==> src/rtl/id_ex_reg.sv <==
// ID/EX pipeline register: captures decode results, inserts bubbles on load-use stalls, ages Tnew.
// Optional bubble performance counter built only when ID_EX_PERF_CNT_EN is defined.

package id_ex_reg_pkg;

    localparam int unsigned XLEN   = 32;
    localparam int unsigned REG_W  = 5;
    localparam int unsigned CTRL_W = 12;

    typedef struct packed {
        logic [3:0] alu_op;
        logic       alusrc;
        logic       regwrite;
        logic       memwrite;
        logic [1:0] memtoreg;
        logic       ext_used;
        logic [1:0] unused;
    } ctrl_t;

    typedef struct packed {
        logic [XLEN-1:0]  instr;
        logic [XLEN-1:0]  pc8;
        logic [XLEN-1:0]  rs_data;
        logic [XLEN-1:0]  rt_data;
        logic [XLEN-1:0]  ext_imm;
        logic [REG_W-1:0] a3;
        ctrl_t            ctrl;
    } id_ex_pay_t;

endpackage

module id_ex_reg
    import id_ex_reg_pkg::*;
#(
    parameter int unsigned TNEW_W = 2
) (
    input  logic              clk,
    input  logic              reset,
    input  logic              stall,
    input  logic [31:0]       id_instr,
    input  logic [31:0]       id_pc8,
    input  logic [31:0]       id_rs_data,
    input  logic [31:0]       id_rt_data,
    input  logic [31:0]       id_ext_imm,
    input  logic [4:0]        id_a3,
    input  logic [11:0]       id_ctrl,
    input  logic [TNEW_W-1:0] id_tnew,
    output logic [31:0]       ex_instr,
    output logic [31:0]       ex_pc8,
    output logic [31:0]       ex_rs_data,
    output logic [31:0]       ex_rt_data,
    output logic [31:0]       ex_ext_imm,
    output logic [4:0]        ex_a3,
    output logic [11:0]       ex_ctrl,
    output logic [TNEW_W-1:0] ex_tnew,
    output logic              ex_valid,
    output logic [31:0]       bubble_cnt
);

    id_ex_pay_t        pay_d, pay_q;
    logic [TNEW_W-1:0] tnew_d, tnew_q;
    logic              valid_d, valid_q;
    ctrl_t             id_ctrl_s;

    assign id_ctrl_s = ctrl_t'(id_ctrl);

    // Next EX contents: zero bubble on stall, otherwise the ID payload with $0 writes suppressed.
    always_comb begin
        pay_d   = '0;
        tnew_d  = '0;
        valid_d = 1'b0;
        if (!stall) begin
            pay_d.instr   = id_instr;
            pay_d.pc8     = id_pc8;
            pay_d.rs_data = id_rs_data;
            pay_d.rt_data = id_rt_data;
            pay_d.ext_imm = id_ext_imm;
            pay_d.a3      = id_a3;
            pay_d.ctrl    = id_ctrl_s;
            if (id_a3 == REG_W'(0)) begin
                pay_d.ctrl.regwrite = 1'b0;
            end
            tnew_d  = (id_tnew != '0) ? (id_tnew - TNEW_W'(1)) : '0;
            valid_d = 1'b1;
        end
    end

    always_ff @(posedge clk) begin
        if (reset) begin
            pay_q   <= '0;
            tnew_q  <= '0;
            valid_q <= 1'b0;
        end else begin
            pay_q   <= pay_d;
            tnew_q  <= tnew_d;
            valid_q <= valid_d;
        end
    end

    assign ex_instr   = pay_q.instr;
    assign ex_pc8     = pay_q.pc8;
    assign ex_rs_data = pay_q.rs_data;
    assign ex_rt_data = pay_q.rt_data;
    assign ex_ext_imm = pay_q.ext_imm;
    assign ex_a3      = pay_q.a3;
    assign ex_ctrl    = CTRL_W'(pay_q.ctrl);
    assign ex_tnew    = tnew_q;
    assign ex_valid   = valid_q;

`ifdef ID_EX_PERF_CNT_EN
    logic [XLEN-1:0] bubble_cnt_d, bubble_cnt_q;

    // Free-running bubble count; wraps silently.
    always_comb begin
        bubble_cnt_d = bubble_cnt_q;
        if (stall) begin
            bubble_cnt_d = bubble_cnt_q + XLEN'(1);
        end
    end

    always_ff @(posedge clk) begin
        if (reset) begin
            bubble_cnt_q <= '0;
        end else begin
            bubble_cnt_q <= bubble_cnt_d;
        end
    end

    assign bubble_cnt = bubble_cnt_q;
`else
    assign bubble_cnt = 32'h0;
`endif

endmodule

==> config.mk <==
export PLATFORM = sky130hd
export DESIGN_NAME = id_ex_reg
export DESIGN_NICKNAME = d
export VERILOG_FILES = /design/src/rtl/id_ex_reg.sv
export SDC_FILE = /design/constraint.sdc
export NUM_CORES = 1
export LEC_CHECK = 0
export CORE_AREA = 3 3 153 155
export CTS_BUF_LIST = sky130_fd_sc_hd__clkbuf_4 sky130_fd_sc_hd__clkbuf_8
export CTS_CLUSTER_SIZE = 12
export DETAILED_ROUTE_END_ITERATION = 6
export DIE_AREA = 0 0 156 158
export PLACE_DENSITY = 0.56
export SETUP_SLACK_MARGIN = 0.5
export SLEW_MARGIN = 15
export SYNTH_ARGS = -nofsm -noshare
export SYNTH_HDL_FRONTEND = slang
export SYNTH_SLANG_ARGS = --single-unit
==> constraint.sdc <==
create_clock -name clk -period 1.5 [get_ports clk]
set_clock_uncertainty 0.1 [all_clocks]
set_input_delay 0.3 -clock clk [delete_from_list [all_inputs] [get_ports clk]]
set_output_delay 0.3 -clock clk [all_outputs]
set_load 0.01 [all_outputs]
==> impl_metrics.ini, run 1 <==
[pwr]
swShare = 0.2303
combPwrFrac = 0.127
seq_power_share = 0.508
power_leakage_nw = 4.315
pwr-share-clk = 0.365
max-vdd-ir-drop_v = 0.0005402
p_int_w = 0.007684
pwr_density_cell_nw_per_um2 = 1034
switchingPower_w = 0.002299

[setup_path]
crit_family = flip-flops
cp_cell_sequence = buf_6
worst-endpoint-arrival_ns = 0.90
crit_fanout = 1
slowest_stage = dfxtp_2
setup.worst_path.end_class = primary output
critPathMaxStageDelay_ns = 0.34
crit_required_ns = 1.10
critPathKind = reg2out
start_kind = flop
worst-path-buf-inv = 1

[placed_design]
port_buffers = 361
gp_congestion = 0.7185
dp_hpwl_mm = 13.05
place_area_um2 = 9009

[layout]
mostFrequentLayoutCell = and2_1
area_growth_pct = 88.89
n_antenna_cell = 0
fin_nets = 981
drive_gt1_frac = 0.4363
final_area_um2 = 9654
final_cell_mix = and2_1 (176), clkdlybuf4s50_1 (174), buf_6 (122)

[synthesis]
netlist_instances = 416
yosysWarnings = 0
syn_avg_cell_area_um2 = 12.29
synth_cell_types = 14
ys_seq_area_frac = 0.7050
synth.cell_area_um2 = 5111
ys_ff_latch = 180

[clocking]
numCtsBuffers = 17
cts_tree = yes
clk_pin_slew_ns = 0.10
htree_levels = 4
cts_max_path_buffers = 2
cts-root-buf = clkbuf_8
cts.sinks = 180

[timing]
timing.setup.tns_ns = 0
fmax_mhz = 767.6
setup_viol = 0
drv_slew = 0
min_period_ns = 1.303
rsz0062_at_grt = yes
hold_viol_final = 0
fin_crit_sh = 0.8685

[status]
status = finished clean

[drt]
drt-initial-drc-count = 95
vias = 3979
drtAntennaViolNets = 0
drc = 0
routedWlPerCell_um = 15.92
wl_mm = 17.34
drt-pass1-iter-count = 4
vias_per_cell = 3.654

[global_route]
grt_pass1_vias = 3939
grt-ovfl-total = 0
antenna_found_initial = 1
track_usage = 0.1300
grt_pass1_wl_mm = 23.75
grt_max_degree = 39

[worst_hold_path]
hold_start = id_a3[3]
min_to = ex_a3[3]
hold_depth = 2
hp-class = in2reg

[floorplan]
row_count = 54
die_x_um = 156
die_h_um = 158
start_util = 0.2328
ioPinCount = 394
core-area_um2 = 21960
dieArea_um2 = 24650

[run]
cap_viol_max_count = 0
==> state kept, by name, indices dropped and copies added (netlist names) <==
register	flops
ex_pc8	32
ex_a3	5
ex_valid	1
ex_rt_data	32
ex_tnew	2
ex_ctrl	12
ex_ext_imm	32
ex_rs_data	32
ex_instr	32
==> logic make-up after synthesis <==
logic type | after synthesis | share of synthesized area
fa+ha+maj | 1 | 0.002448
flops | 180 | 0.7050
other cells | 1 | 0.0007337
simple gates | 180 | 0.2213
buf+inv | 53 | 0.06854
compound gates | 1 | 0.001958
==> power by group through the flow <==
stage	combinational, W	clock, W	sequential, W
floorplan	0.000292	0	0.00523
global placement	0.00125	0	0.00513
detailed placement	0.00125	0	0.00513
CTS	0.00120	0.00382	0.00505
global route	0.00136	0.00398	0.00509
finish	0.00127	0.00364	0.00507
==> worst max-delay path by stage <==
stage | start | to | slack, ns | depth (start not counted)
2_1_floorplan | id_a3[1] | ex_ctrl[6] | 0.36 | 2
3_5_place_dp | id_tnew[0] | ex_tnew[0] | -0.21 | 5
5_1_grt | ex_tnew[1] | ex_tnew[1] | 0.12 | 1
4_1_cts | ex_rt_data[31] | ex_rt_data[31] | 0.12 | 1
6_report | ex_tnew[1] | ex_tnew[1] | 0.20 | 1
3_3_place_gp | stall | ex_tnew[0] | -0.19 | 4
==> timing repair <==
action / in CTS / in global routing
pin swaps: 4 / 1
resized for setup: 882 / 118
hold buffers: 0 / 0
endpoints found under the setup margin: 351 / 235
buffers inserted: 3 / 0
cloned: 2 / 4
==> cells in the mapped netlist <==
library cell | n | area share
clkbuf_1 | 4 | 0.0029
nor4_1 | 2 | 0.0024
inv_1 | 2 | 0.0015
nor2_4 | 1 | 0.0022
ha_1 | 1 | 0.0024
buf_4 | 32 | 0.047
dfxtp_1 | 180 | 0.71
conb_1 | 1 | 0.00073
and2_1 | 176 | 0.22
buf_6 | 2 | 0.0044
buf_2 | 2 | 0.0020
or3_1 | 1 | 0.0012
o311a_1 | 1 | 0.0020
clkbuf_2 | 11 | 0.011
==> stage by stage <==
step | setup WS, ns | hold slack (ns) | util | cells | total power [W]
after global routing | 0.1192 | 0.05323 | 0.4397 | 1089 | 0.01043
final | 0.1972 | 0.09367 | 0.4397 | 1089 | 0.009982
after CTS | 0.1235 | 0.04326 | 0.4169 | 1085 | 0.01007
after global placement | -0.1874 | 0.7543 | 0.4103 | 1050 | 0.006382
after floorplan | 0.3557 | 0.2764 | - | 447 | 0.005525
after detailed placement | -0.2084 | 0.7475 | 0.4103 | 1050 | 0.006387
==> final cells by class <==
| type | count | area (um^2) |
|---|---|---|
| clock inverters | 13 | 195.2 |
| inverters | 2 | 7.507 |
| multi-input cells | 214 | 1301 |
| flip-flops and latches | 180 | 3750 |
| clock buffers | 17 | 234.0 |
| repair buffers | 383 | 3816 |
| well taps | 280 | 350.3 |
| fillers | 2080 | 12300 |
==> metal layers <==
metal | global-route usage | vias up | share of wire
li1 | - | 1950 | -
met1 | 0.1339 | 1780 | 0.35
met2 | 0.2322 | 237 | 0.52
met3 | 0.06752 | 10 | 0.12
met4 | 0.03532 | 2 | 0.0093
met5 | 0 | - | 0.00075
(Power assumes the default switching activity.)
==> run 2, diff against run 1 <==
- CAP_MARGIN: default -> 20
==> results of run 2 <==
The final DEF is identical to that of run 1; final timing and power are the same.
